--- config.mk ---
export PLATFORM = sky130hd
export DESIGN_NAME = instr_fetch_unit
export DESIGN_NICKNAME = d
export VERILOG_FILES = /design/src/rtl/instr_fetch_unit.sv
export SDC_FILE = /design/constraint.sdc
export NUM_CORES = 1
export LEC_CHECK = 0
export ABC_AREA = 1
export CORE_ASPECT_RATIO = 0.5
export CORE_MARGIN = 1
export CORE_UTILIZATION = 50
export DETAILED_ROUTE_END_ITERATION = 10
export PLACE_DENSITY_LB_ADDON = 0.2
export REMOVE_ABC_BUFFERS = 1
export SYNTH_ARGS = -nofsm -noshare
export SYNTH_HDL_FRONTEND = slang
export SYNTH_SLANG_ARGS = --single-unit
--- constraint.sdc ---
create_clock -name clk -period 3.3 [get_ports clk]
set_input_delay 0.495 -clock clk [delete_from_list [all_inputs] [get_ports clk]]
set_output_delay 0.495 -clock clk [all_outputs]
set_load 0.05 [all_outputs]
--- src/rtl/instr_fetch_unit.sv ---
// Instruction fetch stage: owns the PC, runs the instruction-memory handshake
// and hands instruction/PC/PC+4 to the control path, honouring redirects.
module instr_fetch_unit #(
    parameter int                ADDR_W   = 32,
    parameter logic [ADDR_W-1:0] RESET_PC = '0
) (
    input  logic              clk,
    input  logic              rst_n,

    output logic              imem_req,
    output logic [ADDR_W-1:0] imem_addr,
    input  logic              imem_ready,
    input  logic [31:0]       imem_rdata,

    output logic              instr_valid,
    input  logic              instr_ready,
    output logic [31:0]       instruction,
    output logic [ADDR_W-1:0] pc_out,
    output logic [ADDR_W-1:0] pc4,

    input  logic              redirect_valid,
    input  logic [ADDR_W-1:0] redirect_pc,
    output logic              fetch_err
);

    typedef enum logic [1:0] {
        IDLE    = 2'd0,
        FETCH   = 2'd1,
        DELIVER = 2'd2
    } state_e;

    localparam logic [ADDR_W-1:0] WORD = ADDR_W'(4);

    state_e            state_q, state_d;
    logic [ADDR_W-1:0] pc_q, pc_d;
    logic [ADDR_W-1:0] addr_q, addr_d;
    logic              squash_q, squash_d;
    logic [31:0]       instr_q, instr_d;
    logic [ADDR_W-1:0] pc_out_q, pc_out_d;
    logic [ADDR_W-1:0] pc4_q, pc4_d;
    logic              err_q, err_d;

    logic [ADDR_W-1:0] target;
    logic              target_mis;
    logic [ADDR_W-1:0] next_pc;

    assign target     = {redirect_pc[ADDR_W-1:2], 2'b00};
    assign target_mis = |redirect_pc[1:0];

    always_comb begin
        state_d  = state_q;
        pc_d     = pc_q;
        addr_d   = addr_q;
        squash_d = squash_q;
        instr_d  = instr_q;
        pc_out_d = pc_out_q;
        pc4_d    = pc4_q;
        err_d    = 1'b0;
        next_pc  = pc_q;

        case (state_q)
            IDLE: begin
                state_d = FETCH;
                addr_d  = pc_q;
            end

            FETCH: begin
                err_d = redirect_valid & target_mis;
                if (imem_ready) begin
                    // A squashed or same-cycle-redirected return is dropped and
                    // the request restarts from the up-to-date PC.
                    if (squash_q || redirect_valid) begin
                        next_pc  = redirect_valid ? target : pc_q;
                        pc_d     = next_pc;
                        addr_d   = next_pc;
                        squash_d = 1'b0;
                    end else begin
                        instr_d  = imem_rdata;
                        pc_out_d = addr_q;
                        pc4_d    = addr_q + WORD;
                        state_d  = DELIVER;
                    end
                end else if (redirect_valid) begin
                    // Outstanding request must complete on its old address.
                    pc_d     = target;
                    squash_d = 1'b1;
                end
            end

            DELIVER: begin
                if (instr_ready || redirect_valid) begin
                    next_pc = redirect_valid ? target : pc4_q;
                    pc_d    = next_pc;
                    addr_d  = next_pc;
                    state_d = FETCH;
                    err_d   = redirect_valid & target_mis;
                end
            end

            default: begin
                state_d = IDLE;
            end
        endcase
    end

    always_ff @(posedge clk or negedge rst_n) begin
        if (!rst_n) begin
            state_q  <= IDLE;
            pc_q     <= RESET_PC;
            addr_q   <= RESET_PC;
            squash_q <= 1'b0;
            instr_q  <= 32'h0;
            pc_out_q <= RESET_PC;
            pc4_q    <= RESET_PC + WORD;
            err_q    <= 1'b0;
        end else begin
            state_q  <= state_d;
            pc_q     <= pc_d;
            addr_q   <= addr_d;
            squash_q <= squash_d;
            instr_q  <= instr_d;
            pc_out_q <= pc_out_d;
            pc4_q    <= pc4_d;
            err_q    <= err_d;
        end
    end

    assign imem_req    = (state_q == FETCH);
    assign imem_addr   = addr_q;
    assign instr_valid = (state_q == DELIVER);
    assign instruction = instr_q;
    assign pc_out      = pc_out_q;
    assign pc4         = pc4_q;
    assign fetch_err   = err_q;

endmodule
==> results of run 1 <==
==> stage by stage <==
stage                     area [µm²]  hold WS [ps]
final                          11200           123
after global routing           11200           182
after CTS                      11200           151
after detailed placement       10600           466
after global placement         10600           461
after floorplan                 8170           199
==> worst max-delay path, cell delays in order, from the launching register on <==
cell	delay (ps)
dfrtp_1	430
inv_1	100
ha_1	330
clkdlybuf4s50_1	890
==> worst max-delay path by stage <==
| stage | endpoint | from | cells past startpoint |
|---|---|---|---|
| floorplan | pc4[9]$_DFFE_PN0P_ | state_q[1]$_DFFE_PN0P_ | 6 |
| global placement | pc4[9]$_DFFE_PN0P_ | imem_ready | 6 |
| detailed placement | imem_addr[28]$_DFFE_PN0P_ | state_q[0]$_DFFE_PN0P_ | 9 |
| CTS | instr_valid | state_q[0]$_DFFE_PN0P_ | 3 |
| global route | instr_valid | state_q[0]$_DFFE_PN0P_ | 3 |
| finish | instr_valid | state_q[0]$_DFFE_PN0P_ | 3 |
==> cell type report <==
| type | count | area (µm²) | area share, % |
|---|---|---|---|
| Sequential cell | 162 | 4060 | 36.1 |
| Multi-Input combinational cell | 881 | 3840 | 34.3 |
| Timing Repair Buffer | 214 | 2150 | 19.1 |
| Clock buffer | 21 | 470 | 4.19 |
| Inverter | 77 | 289 | 2.58 |
| Tap cell | 227 | 284 | 2.53 |
| Clock inverter | 11 | 130 | 1.16 |
==> power by group <==
| part | switching, mW | leakage [nW] | internal (mW) |
|---|---|---|---|
| Clock | 0.859 | 0.281 | 1.18 |
| Combinational | 5.73 | 3.06 | 2.54 |
| Sequential | 0.835 | 2.04 | 2.95 |
==> sequential cells by signal, indices dropped and copies added (netlist names) <==
register and count:
state_q 2, pc_out 32, pc_q 32, fetch_err 1
squash_q 1, imem_addr 32, pc4 30, instruction 32
==> cell usage in the layout (no fill, tap or decap), types with 12 or more instances in the layout <==
cell / count
o21ai_0: 55
nor2_1: 123
nand3_1: 108
clkbuf_16: 17
a21oi_2: 18
dfrtp_1: 161
inv_1: 73
buf_4: 12
nand2_1: 498
clkdlybuf4s50_1: 196
o21ai_1: 35
==> routing by layer <==
metal  vias up  routed length, µm  track usage, %
met4         2                480            10.2
met5         -                 13               0
li1       4040                  -               -
met1      4060              10900            38.8
met2       431              12000            51.2
met3        56               2310            7.36
==> logic make-up after synthesis <==
group	count (synthesis)
buffers and inverters	138
AOI/OAI and AO/OA	125
xor gates and xnor gates	5
adders and majority gates	6
and+or+nand+nor	745
DFF	162
==> synthesized netlist by cell type (3+ instances only) <==
| cell | n | area share, % |
|---|---|---|
| nand2_1 | 498 | 22 |
| dfrtp_1 | 161 | 47 |
| nor2_1 | 124 | 5.4 |
| nand3_1 | 108 | 6.3 |
| inv_1 | 73 | 3.2 |
| o21ai_0 | 55 | 3.2 |
| o21ai_1 | 35 | 2.0 |
| buf_2 | 28 | 1.6 |
| a21oi_2 | 18 | 1.8 |
| clkbuf_1 | 11 | 0.48 |
| a21oi_1 | 10 | 0.59 |
| buf_4 | 9 | 0.79 |
| buf_6 | 7 | 0.92 |
| ha_1 | 6 | 0.88 |
| o211ai_1 | 5 | 0.44 |
| inv_2 | 4 | 0.18 |
| nor2_2 | 4 | 0.29 |
| buf_1 | 3 | 0.13 |
| xor2_1 | 3 | 0.31 |
==> results.yml, run 1 <==
timing:
  finalCritPeriodShare_pct: 80.8
  rsz0062_at_grt: "false"
  fin_setup_tns_ps: 0
  worstMarginPinSlew_ps: 783
  drv_slew: 0
  fin_crit_ps: 2670
  setup_viol: 0
  fmax_mhz: 375
  hold_viol: 0
  slew_headroom_pct: 47.8
  fin_skew_ps: 14.5
  worst_slack_ps: 635
run:
  drv_cap: 0
synthesis:
  synth-simple-area-share_pct: 35.1
  synth_compound_area_share_pct: 8.31
  syn-cell-area_um2: 8550
  synth_mux_area_share_pct: 0
  synth_warnings: 0
  ys_seq_area_share_pct: 47.4
  netlist_instances: 1181
  synthFlopType: "dfrtp_1"
  synthArstFlopShare_pct: 100
  syn_area_per_cell_um2: 7.24
  synth-edff-count: 0
  synth_top_family_by_area: "simple AND/OR/NAND/NOR gates"
  yosysUniqueCellTypes: 32
  synth_fa_ha_area_share_pct: 0.878
  synth_seq_cells: 162
  synth-xor-area-share_pct: 0.512
finish:
  final-instance-count-excl-fill: 1593
  fillers: 1328
  nets: 1428
  final_layout_size_suffix_gt1_share_pct: 6.15
  utilization_pct: 67.8
  syn2layout_area_growth_pct: 31.3
  antennaDiodeCount: 0
critical_path:
  startpoint_type: "flip-flop"
  rrSetupSlack_ps: 870
  required_ps: 2800
  crit_fanout: 8
  reg2reg_depth: 9
  critical_path.reg2reg.startpoint: "state_q[0]$_DFFE_PN0P_"
  end_kind: "output port"
  worst-setup-path-type: "flip-flop to output port"
  timing.rr.end: "imem_addr[28]$_DFFE_PN0P_"
  arrival_ps: 2170
place:
  place.port_buffers: 199
  gp_congestion: 0.838
  place_hpwl_um: 16600
  dp_cells: 1561
  dp_slack_ps: 926
drt:
  vias_per_cell: 5.39
  routed_wl_um: 25600
  drt_first_pass_iters: 5
  wl_per_cell_um: 16.1
  ant_nets: 0
  vias: 8589
  drc: 0
  first_iter_violations: 604
worst_hold_path:
  hp-class: "input port to async pin"
status:
  status: "complete, no violations"
floorplan:
  initial_utilization_pct: 51.6
  rows: 33
  io_pins: 200
  dieArea_um2: 17700
  die_h_um: 94.5
  core_um2: 16600
  die_width_um: 187
clocking:
  hold_buffers: 0
  path_clk_slew_ps: 70
  clockRootBuffer: "clkbuf_16"
  clk_latency_ps: 440
  numClockSinks: 162
  cts_buffers: 17
  cts_setup_buffers: 0
  cts_max_path_buffers: 2
  cts_tree: "built"
  cts-resized-gates: 0
  h-tree-depth: 4
global_route:
  antenna_found_initial: 1
  gr-total-overflow: 0
  grt_pass1_vias: 8474
  grt_max_degree: 123
  grt_pass1_wl_um: 42000
  grt_use_total_pct: 30.3
pwr:
  vdd_drop_max_v: 0.000718
  power.density_nw_per_um2: 1260
  power_mw: 14.1
  cellLeakagePower_nw: 5.38
No activity file was read; power rests on OpenSTA's default activity.
==> run 2, diff against run 1 <==
--- a/config.mk
+++ b/config.mk
@@ -8,7 +8,7 @@
 export ABC_AREA = 1
 export CORE_ASPECT_RATIO = 0.5
 export CORE_MARGIN = 1
-export CORE_UTILIZATION = 50
+export CORE_UTILIZATION = 46
 export DETAILED_ROUTE_END_ITERATION = 10
 export PLACE_DENSITY_LB_ADDON = 0.2
 export REMOVE_ABC_BUFFERS = 1
==> constraint.sdc (replaced) <==
create_clock -name clk -period 2.2 [get_ports clk]
set_input_delay 0.33 -clock clk [delete_from_list [all_inputs] [get_ports clk]]
set_output_delay 0.33 -clock clk [all_outputs]
set_load 0.05 [all_outputs]
==> run 2 against run 1 <==
Against the previous run:
- sequential cell count unchanged
- clock power increased by 53%
- count of clock-buffer cells in the layout decreased by 4
- critical path type unchanged
==> results.yml, run 2 (synthesis results as in run 1) <==
drt:
  drt_first_pass_iters: 5
  wl_per_cell_um: 16.6
  first_iter_violations: 612
  routed_wl_um: 26700
  vias_per_cell: 5.34
  ant_nets: 0
  vias: 8591
  drc: 0
global_route:
  grt_max_degree: 92
  grt_pass1_vias: 8407
  gr-total-overflow: 0
  grt_use_total_pct: 27.9
  grt_pass1_wl_um: 42200
  antenna_found_initial: 0
place:
  gp_congestion: 0.843
  place_hpwl_um: 17300
  placed_area_um2: 10800
  dp_cells: 1574
  dp_slack_ps: 58.7
  place.port_buffers: 199
pwr:
  cellLeakagePower_nw: 5.47
  power_mw: 21.6
  vdd_drop_max_v: 0.00114
  power.density_nw_per_um2: 1890
timing:
  rsz0062_at_grt: "false"
  finalCritPeriodShare_pct: 97.4
  hold_ws_ps: 391
  hold_viol: 0
  worst_slack_ps: 57.3
  fin_skew_ps: 11.5
  fin_setup_tns_ps: 0
  fmax_mhz: 467
  slew_headroom_pct: 62.6
  worstMarginPinSlew_ps: 559
  setup_viol: 0
  fin_crit_ps: 2140
  drv_slew: 0
status:
  status: "complete, no violations"
clocking:
  cts_buffers: 17
  clockRootBuffer: "clkbuf_16"
  numClockSinks: 162
  path_clk_slew_ps: 60
  cts_tree: "built"
  h-tree-depth: 4
  clk_latency_ps: 430
  cts_max_path_buffers: 2
finish:
  utilization_pct: 64.4
  final_layout_size_suffix_gt1_share_pct: 6.98
  nets: 1438
  final_cell_area_um2: 11400
  final-instance-count-excl-fill: 1610
  mostFrequentLayoutCells: "nand2_1 (498), clkdlybuf4s50_1 (195), dfrtp_1 (161), nor2_1 (123), nand3_1 (108)"
  antennaDiodeCount: 0
  syn2layout_area_growth_pct: 33.9
  fillers: 1537
  final_common_cell: "nand2_1"
floorplan:
  initial_utilization_pct: 48.1
  io_pins: 200
  core_um2: 17800
  die_h_um: 98.4
  dieArea_um2: 19200
  rows: 34
  die_width_um: 195
critical_path:
  end_kind: "output port"
  critPathTopFamily: "buffers and inverters"
  cp_cell_sequence: "clkdlybuf4s50_1"
  worst-setup-path-type: "flip-flop to output port"
  required_ps: 1870
  arrival_ps: 1810
  slowest_delay_ps: 890
  crit_fanout: 6
  startpoint_type: "flip-flop"
  cp_slowest_cell: "clkdlybuf4s50_1"
  crit_buf_inv: 1
worst_hold_path:
  hp-class: "input port to async pin"
run:
  drv_cap: 0
run 2: cell types whose count changed in the layout (fill, tap and decap cells not counted), sizes merged:
| cell | delta |
|---|---|
| clkinv | +1 |
| nor2 | +1 |
| bufinv | +1 |
| clkdlybuf4s50 | -1 |
| clkbuf | -4 |
| buf | +9 |
| dlygate4sd3 | +1 |
| inv | +3 |
| clkinvlp | -1 |
run 2: worst paths after layout:
| kind | slack, ps | to | from | depth (start not counted) |
|---|---|---|---|---|
| min | 390 | instruction[28]$_DFFE_PN0P_ | rst_n | 2 |
| min reg2reg | 480 | instruction[10]$_DFFE_PN0P_ | instruction[10]$_DFFE_PN0P_ | 2 |
| max in group asynchronous | 1060 | imem_addr[18]$_DFFE_PN0P_ | rst_n | 3 |
| max reg2reg | 140 | imem_addr[17]$_DFFE_PN0P_ | state_q[0]$_DFFE_PN0P_ | 9 |
| min in group clk | 420 | instruction[10]$_DFFE_PN0P_ | imem_rdata[10] | 3 |
| max | 60 | imem_addr[6] | imem_addr[6]$_DFFE_PN0P_ | 1 |
run 2: power breakdown:
part	leakage (nW)	switching [mW]	internal [mW]	total, mW
combinational	3.14	8.74	4.09	12.8
clock	0.290	1.32	1.80	3.12
sequential	2.04	1.26	4.43	5.68
run 2: cell type report:
| type | count | area, µm² | area share [%] |
|---|---|---|---|
| multi-input combinational | 882 | 3860 | 33.7 |
| timing repair buffer | 223 | 2340 | 20.4 |
| tap | 234 | 293 | 2.56 |
| clock buffer | 17 | 425 | 3.72 |
| inverter | 77 | 292 | 2.55 |
| clock inverter | 15 | 184 | 1.61 |
| sequential | 162 | 4060 | 35.4 |
run 2: timing repair:
item | CTS | global route
hold buffers | 1 | 0
buffers inserted | 0 | 2
endpoints found under the hold margin | 43 | 0
setup endpoints to repair | 1 | 50
pin swaps | 0 | 2
resized for setup | 1 | 4
cloned | 0 | 1
run 2: layer usage:
| layer | up-vias | global-route usage (%) | wire length, µm | part of all wire [%] |
|---|---|---|---|---|
| met5 | - | 0 | 0 | 0 |
| met4 | 0 | 9.57 | 471 | 1.8 |
| met3 | 51 | 8.46 | 2690 | 10 |
| met2 | 424 | 44.9 | 12200 | 46 |
| met1 | 4042 | 36.1 | 11300 | 42 |
| li1 | 4074 | - | - | - |
==> run 3, diff against run 2 <==
--- a/config.mk
+++ b/config.mk
@@ -6,12 +6,15 @@
 export NUM_CORES = 1
 export LEC_CHECK = 0
 export ABC_AREA = 1
+export CELL_PAD_IN_SITES_DETAIL_PLACEMENT = 2
+export CELL_PAD_IN_SITES_GLOBAL_PLACEMENT = 2
 export CORE_ASPECT_RATIO = 0.5
 export CORE_MARGIN = 1
-export CORE_UTILIZATION = 46
+export CORE_UTILIZATION = 25
 export DETAILED_ROUTE_END_ITERATION = 10
 export PLACE_DENSITY_LB_ADDON = 0.2
 export REMOVE_ABC_BUFFERS = 1
+export SKIP_LAST_GASP = 1
 export SYNTH_ARGS = -nofsm -noshare
 export SYNTH_HDL_FRONTEND = slang
 export SYNTH_SLANG_ARGS = --single-unit
==> run 3 against run 2 <==
Against the previous run:
- count of clock-buffer cells in the layout is 2 higher
- highest routed layer unchanged
- sequential cell count stayed put
- combinational power is 5% higher
==> results.yml, run 3 (synthesis results as in run 1) <==
timing:
  setup_viol: 0
  slew_headroom_pct: 60.5
  hold_viol: 0
  fin_setup_tns_ps: 0
  rsz0062_at_grt: "false"
  finalCritPeriodShare_pct: 98.3
  fmax_mhz: 462
  drv_slew: 0
  worstMarginPinSlew_ps: 591
  fin_crit_ps: 2160
  worst_slack_ps: 36.9
  fin_skew_ps: 11.3
critical_path:
  cp_slowest_cell: "clkdlybuf4s50_1"
  critPathTopFamily: "buffers and inverters"
  cp_cell_sequence: "clkdlybuf4s50_1"
  slowest_delay_ps: 870
  end_kind: "output port"
  required_ps: 1870
  crit_buf_inv: 1
  worst-setup-path-type: "flip-flop to output port"
  arrival_ps: 1830
  startpoint_type: "flip-flop"
  crit_fanout: 5
place:
  place_hpwl_um: 25700
  place.port_buffers: 199
  placed_area_um2: 11200
  dp_slack_ps: 252
  gp_congestion: 0.778
global_route:
  grt_max_degree: 48
  antenna_found_initial: 0
  met3_usage_pct: 3.89
  gr-total-overflow: 0
  grt_pass1_vias: 10200
  grt_pass1_wl_um: 57200
  top_usage_layer: "met2"
  met2_usage_pct: 37.7
  grt_use_total_pct: 21.2
  use_met1_pct: 25.2
floorplan:
  dieArea_um2: 35000
  io_pins: 200
  die_width_um: 264
  rows: 47
  core_um2: 33300
  initial_utilization_pct: 25.6
  die_h_um: 133
clocking:
  cts_max_path_buffers: 2
  clk_latency_ps: 460
  cts_setup_buffers: 0
  numClockSinks: 162
  cts_buffers: 17
  clockRootBuffer: "clkbuf_16"
  path_clk_slew_ps: 70
  cts_tree: "built"
  h-tree-depth: 4
drt:
  wl_per_cell_um: 19.5
  vias: 8752
  vias_per_cell: 4.77
  routed_wl_um: 35700
  first_iter_violations: 375
  drc: 0
  drt_first_pass_iters: 4
  ant_nets: 0
run:
  drv_cap: 0
status:
  status: "complete, no violations"
finish:
  final_common_cell: "nand2_1"
  seq_area_um2: 4060
  antennaDiodeCount: 0
  multiInputGateArea_um2: 3850
  syn2layout_area_growth_pct: 39.0
  nets: 1455
  mostFrequentLayoutCells: "nand2_1 (498), clkdlybuf4s50_1 (184), dfrtp_1 (161), nor2_1 (123), nand3_1 (108)"
  fillers: 3876
  final_cell_area_um2: 11900
  final_layout_size_suffix_gt1_share_pct: 8.11
worst_hold_path:
  hp-class: "input port to flip-flop"
pwr:
  cellLeakagePower_nw: 5.67
  power.density_nw_per_um2: 1900
  vdd_drop_max_v: 0.000793
run 3: routing by layer:
metal  wire, µm  share of wire, %
met1      15300                43
met2      18300                51
met3       1230               3.4
met4        875               2.4
met5          0                 0
run 3: area by class of cell:
cell class / instances / area share, %
Multi-Input combinational cell: 881 / 32.4
Timing Repair Buffer: 241 / 20.8
Sequential cell: 162 / 34.1
Clock inverter: 13 / 1.75
Inverter: 77 / 2.43
Clock buffer: 19 / 3.81
Tap cell: 441 / 4.64
run 3: timing repair:
item,CTS,global route
endpoints found under the hold margin,41,0
pin swaps,0,0
gates resized for setup,4,7
hold buffers,1,0
setup endpoints to repair,4,7
run 3: final timing paths:
check                           slack, ps                       start                         end  depth (start not counted)
max in group asynchronous             990                       rst_n        pc_q[28]$_DFFE_PN0P_                          3
worst max register to register        290      state_q[0]$_DFFE_PN0P_   imem_addr[11]$_DFFE_PN0P_                          9
worst min register to register        480  instruction[5]$_DFFE_PN0P_  instruction[5]$_DFFE_PN0P_                          2
worst min-delay path                  370              redirect_valid         fetch_err$_DFF_PN0_                          3
min in group asynchronous             420                       rst_n    imem_addr[5]$_DFFE_PN0P_                          2
worst max-delay path                   40   imem_addr[15]$_DFFE_PN0P_               imem_addr[15]                          1
run 3: metrics by stage:
| stage | cells | utilization (%) | power (mW) | hold slack (ps) |
|---|---|---|---|---|
| 6_report | 1834 | 35.6 | 22.6 | 370 |
| 5_1_grt | 1834 | 35.6 | 24.0 | 372 |
| 4_1_cts | 1834 | 35.6 | 22.9 | 356 |
| 3_5_place_dp | 1801 | 33.6 | 19.3 | 357 |
| 3_3_place_gp | 1801 | 33.6 | 18.8 | 355 |
| 2_1_floorplan | 1120 | - | 13.5 | 34.4 |
run 3: power by group:
| part | switching (mW) | internal (mW) |
|---|---|---|
| clock network | 1.39 | 2.07 |
| logic | 9.19 | 4.19 |
| registers | 1.33 | 4.43 |
==> RTL change: new RTL, settings of run 3 <==
Remove the register `err_q`: a continuous assignment takes its place, so the output `fetch_err` follows one clock earlier.
--- a/src/rtl/instr_fetch_unit.sv
+++ b/src/rtl/instr_fetch_unit.sv
@@ -112,7 +112,6 @@
             instr_q  <= 32'h0;
             pc_out_q <= RESET_PC;
             pc4_q    <= RESET_PC + WORD;
-            err_q    <= 1'b0;
         end else begin
             state_q  <= state_d;
             pc_q     <= pc_d;
@@ -121,9 +120,10 @@
             instr_q  <= instr_d;
             pc_out_q <= pc_out_d;
             pc4_q    <= pc4_d;
-            err_q    <= err_d;
         end
     end
+
+    assign err_q = err_d;
 
     assign imem_req    = (state_q == FETCH);
     assign imem_addr   = addr_q;
Function: changed (a bounded check fails within 4 cycles, from zero or initial values and one cycle with rst_n low).
==> RTL change against run 3 <==
  * Clock skew up 0.0018 ns
  * Die area decreased by 0.29%
  * Area after synthesis decreased by 0.29%
  * Design area decreased by 1.9%
  * Highest routed layer is now met5
  * Routed wire length is 3.6% lower
  * Total power is 3.1% lower
  * Non-clock buffer count shrank 10
  * Sequential cell count decreased by 1
  * Setup slack worse by 0.029 ns
  * Global-route usage is 0.80 points lower
  * Critical path type unchanged
==> RTL change: results (changes against run 3) <==
grt_first_pass_wirelength_mm: 55.7  # -2.7%
grt_use_met1_pct: 24.9  # -0.34 points
routedWlPerCell_um: 18.9  # -3.0%
wl_met3_um: 766  # -38%
ys_seq_area_share_pct: 47.3  # -0.15 points
grt_max_degree: 97  # +100%
synth_commonest_cells: "nand2_1 (498), dfrtp_1 (160), nor2_1 (124)"
power.share.clock_pct: 13.5  # -1.8 points
outcome: "finished, final reports clean"
grt_use_total_pct: 20.4  # -0.80 points
cts_setup_buffers: 1  # +1
place_congestion: 0.773  # -0.60%
nets: 1444  # -0.76%
drt_iter0_markers: 329  # -12%
combPwrFrac_pct: 60.3  # +1.1 points
fin_cells: 1823  # -0.60%
wl_met1_mm: 15.5  # +1.1%
dpl.hpwl_mm: 24.7  # -4.1%
p_per_area_nw_per_um2: 1880  # -1.3%
met3_usage_pct: 3.07  # -0.82 points
avgSynthCellArea_um2: 7.22  # -0.21%
grtUsageMet2_pct: 37.2  # -0.58 points
synth-compound-area-share_pct: 8.34  # +0.024 points
drive_above_1_share_pct: 7.60  # -0.51 points
clk_latency_ns: 0.44  # -0.02 ns
antenna_found_initial: 1  # +1
vdd_ir_drop_max_uv: 760  # -4.1%
vias: 8620  # -1.5%
==> RTL change: changes by cell type after synthesis, sizes merged <==
| cell | delta |
|---|---|
| dfrtp | -1 |
==> RTL change: kinds of logic (layout without fill, tap and decap cells) <==
family / after synthesis / count (layout)
and+or+nand+nor: 745 / 745
DFF: 161 / 161
adders and majority gates: 6 / 6
buffers and inverters: 138 / 340
xor gates and xnor gates: 5 / 5
AOI/OAI and AO/OA: 125 / 125
==> RTL change: worst paths after layout <==
path / cells past startpoint / slack (ns) / startpoint / end
hold / removal: 2 / 0.37 / rst_n / instruction[20]$_DFFE_PN0P_
min in group clk: 3 / 0.43 / imem_rdata[4] / instruction[4]$_DFFE_PN0P_
hold reg to reg: 2 / 0.48 / instruction[26]$_DFFE_PN0P_ / instruction[26]$_DFFE_PN0P_
setup reg to reg: 8 / 0.13 / state_q[1]$_DFFE_PN0P_ / pc4[31]$_DFFE_PN0P_
max in group asynchronous: 3 / 1.08 / rst_n / pc4[29]$_DFFE_PN0P_
setup / recovery: 5 / 0.008 / state_q[1]$_DFFE_PN0P_ / fetch_err
==> RTL change: critical path, cell delays in order (launching register included) <==
cell,delay [ns]
dfrtp_1,0.37
inv_1,0.10
ha_2,0.41
o211ai_1,0.14
a21oi_2,0.23
buf_12,0.17
==> RTL change: metrics by stage <==
step | setup TNS [ns] | cell area [µm²]
4_1_cts | -0.0462 | 11600
3_5_place_dp | 0 | 11100
5_1_grt | -0.0934 | 11700
3_3_place_gp | 0 | 11100
2_1_floorplan | -256.00 | 8150
6_report | 0 | 11700
==> RTL change: layout make-up <==
class	count	area, µm²
fillers	3866	21600
flip-flops and latches	161	4030
multi-input cells	881	3850
repair buffers	231	2370
well taps	441	552
clock buffers	21	470
inverters	77	292
clock inverters	11	87.6
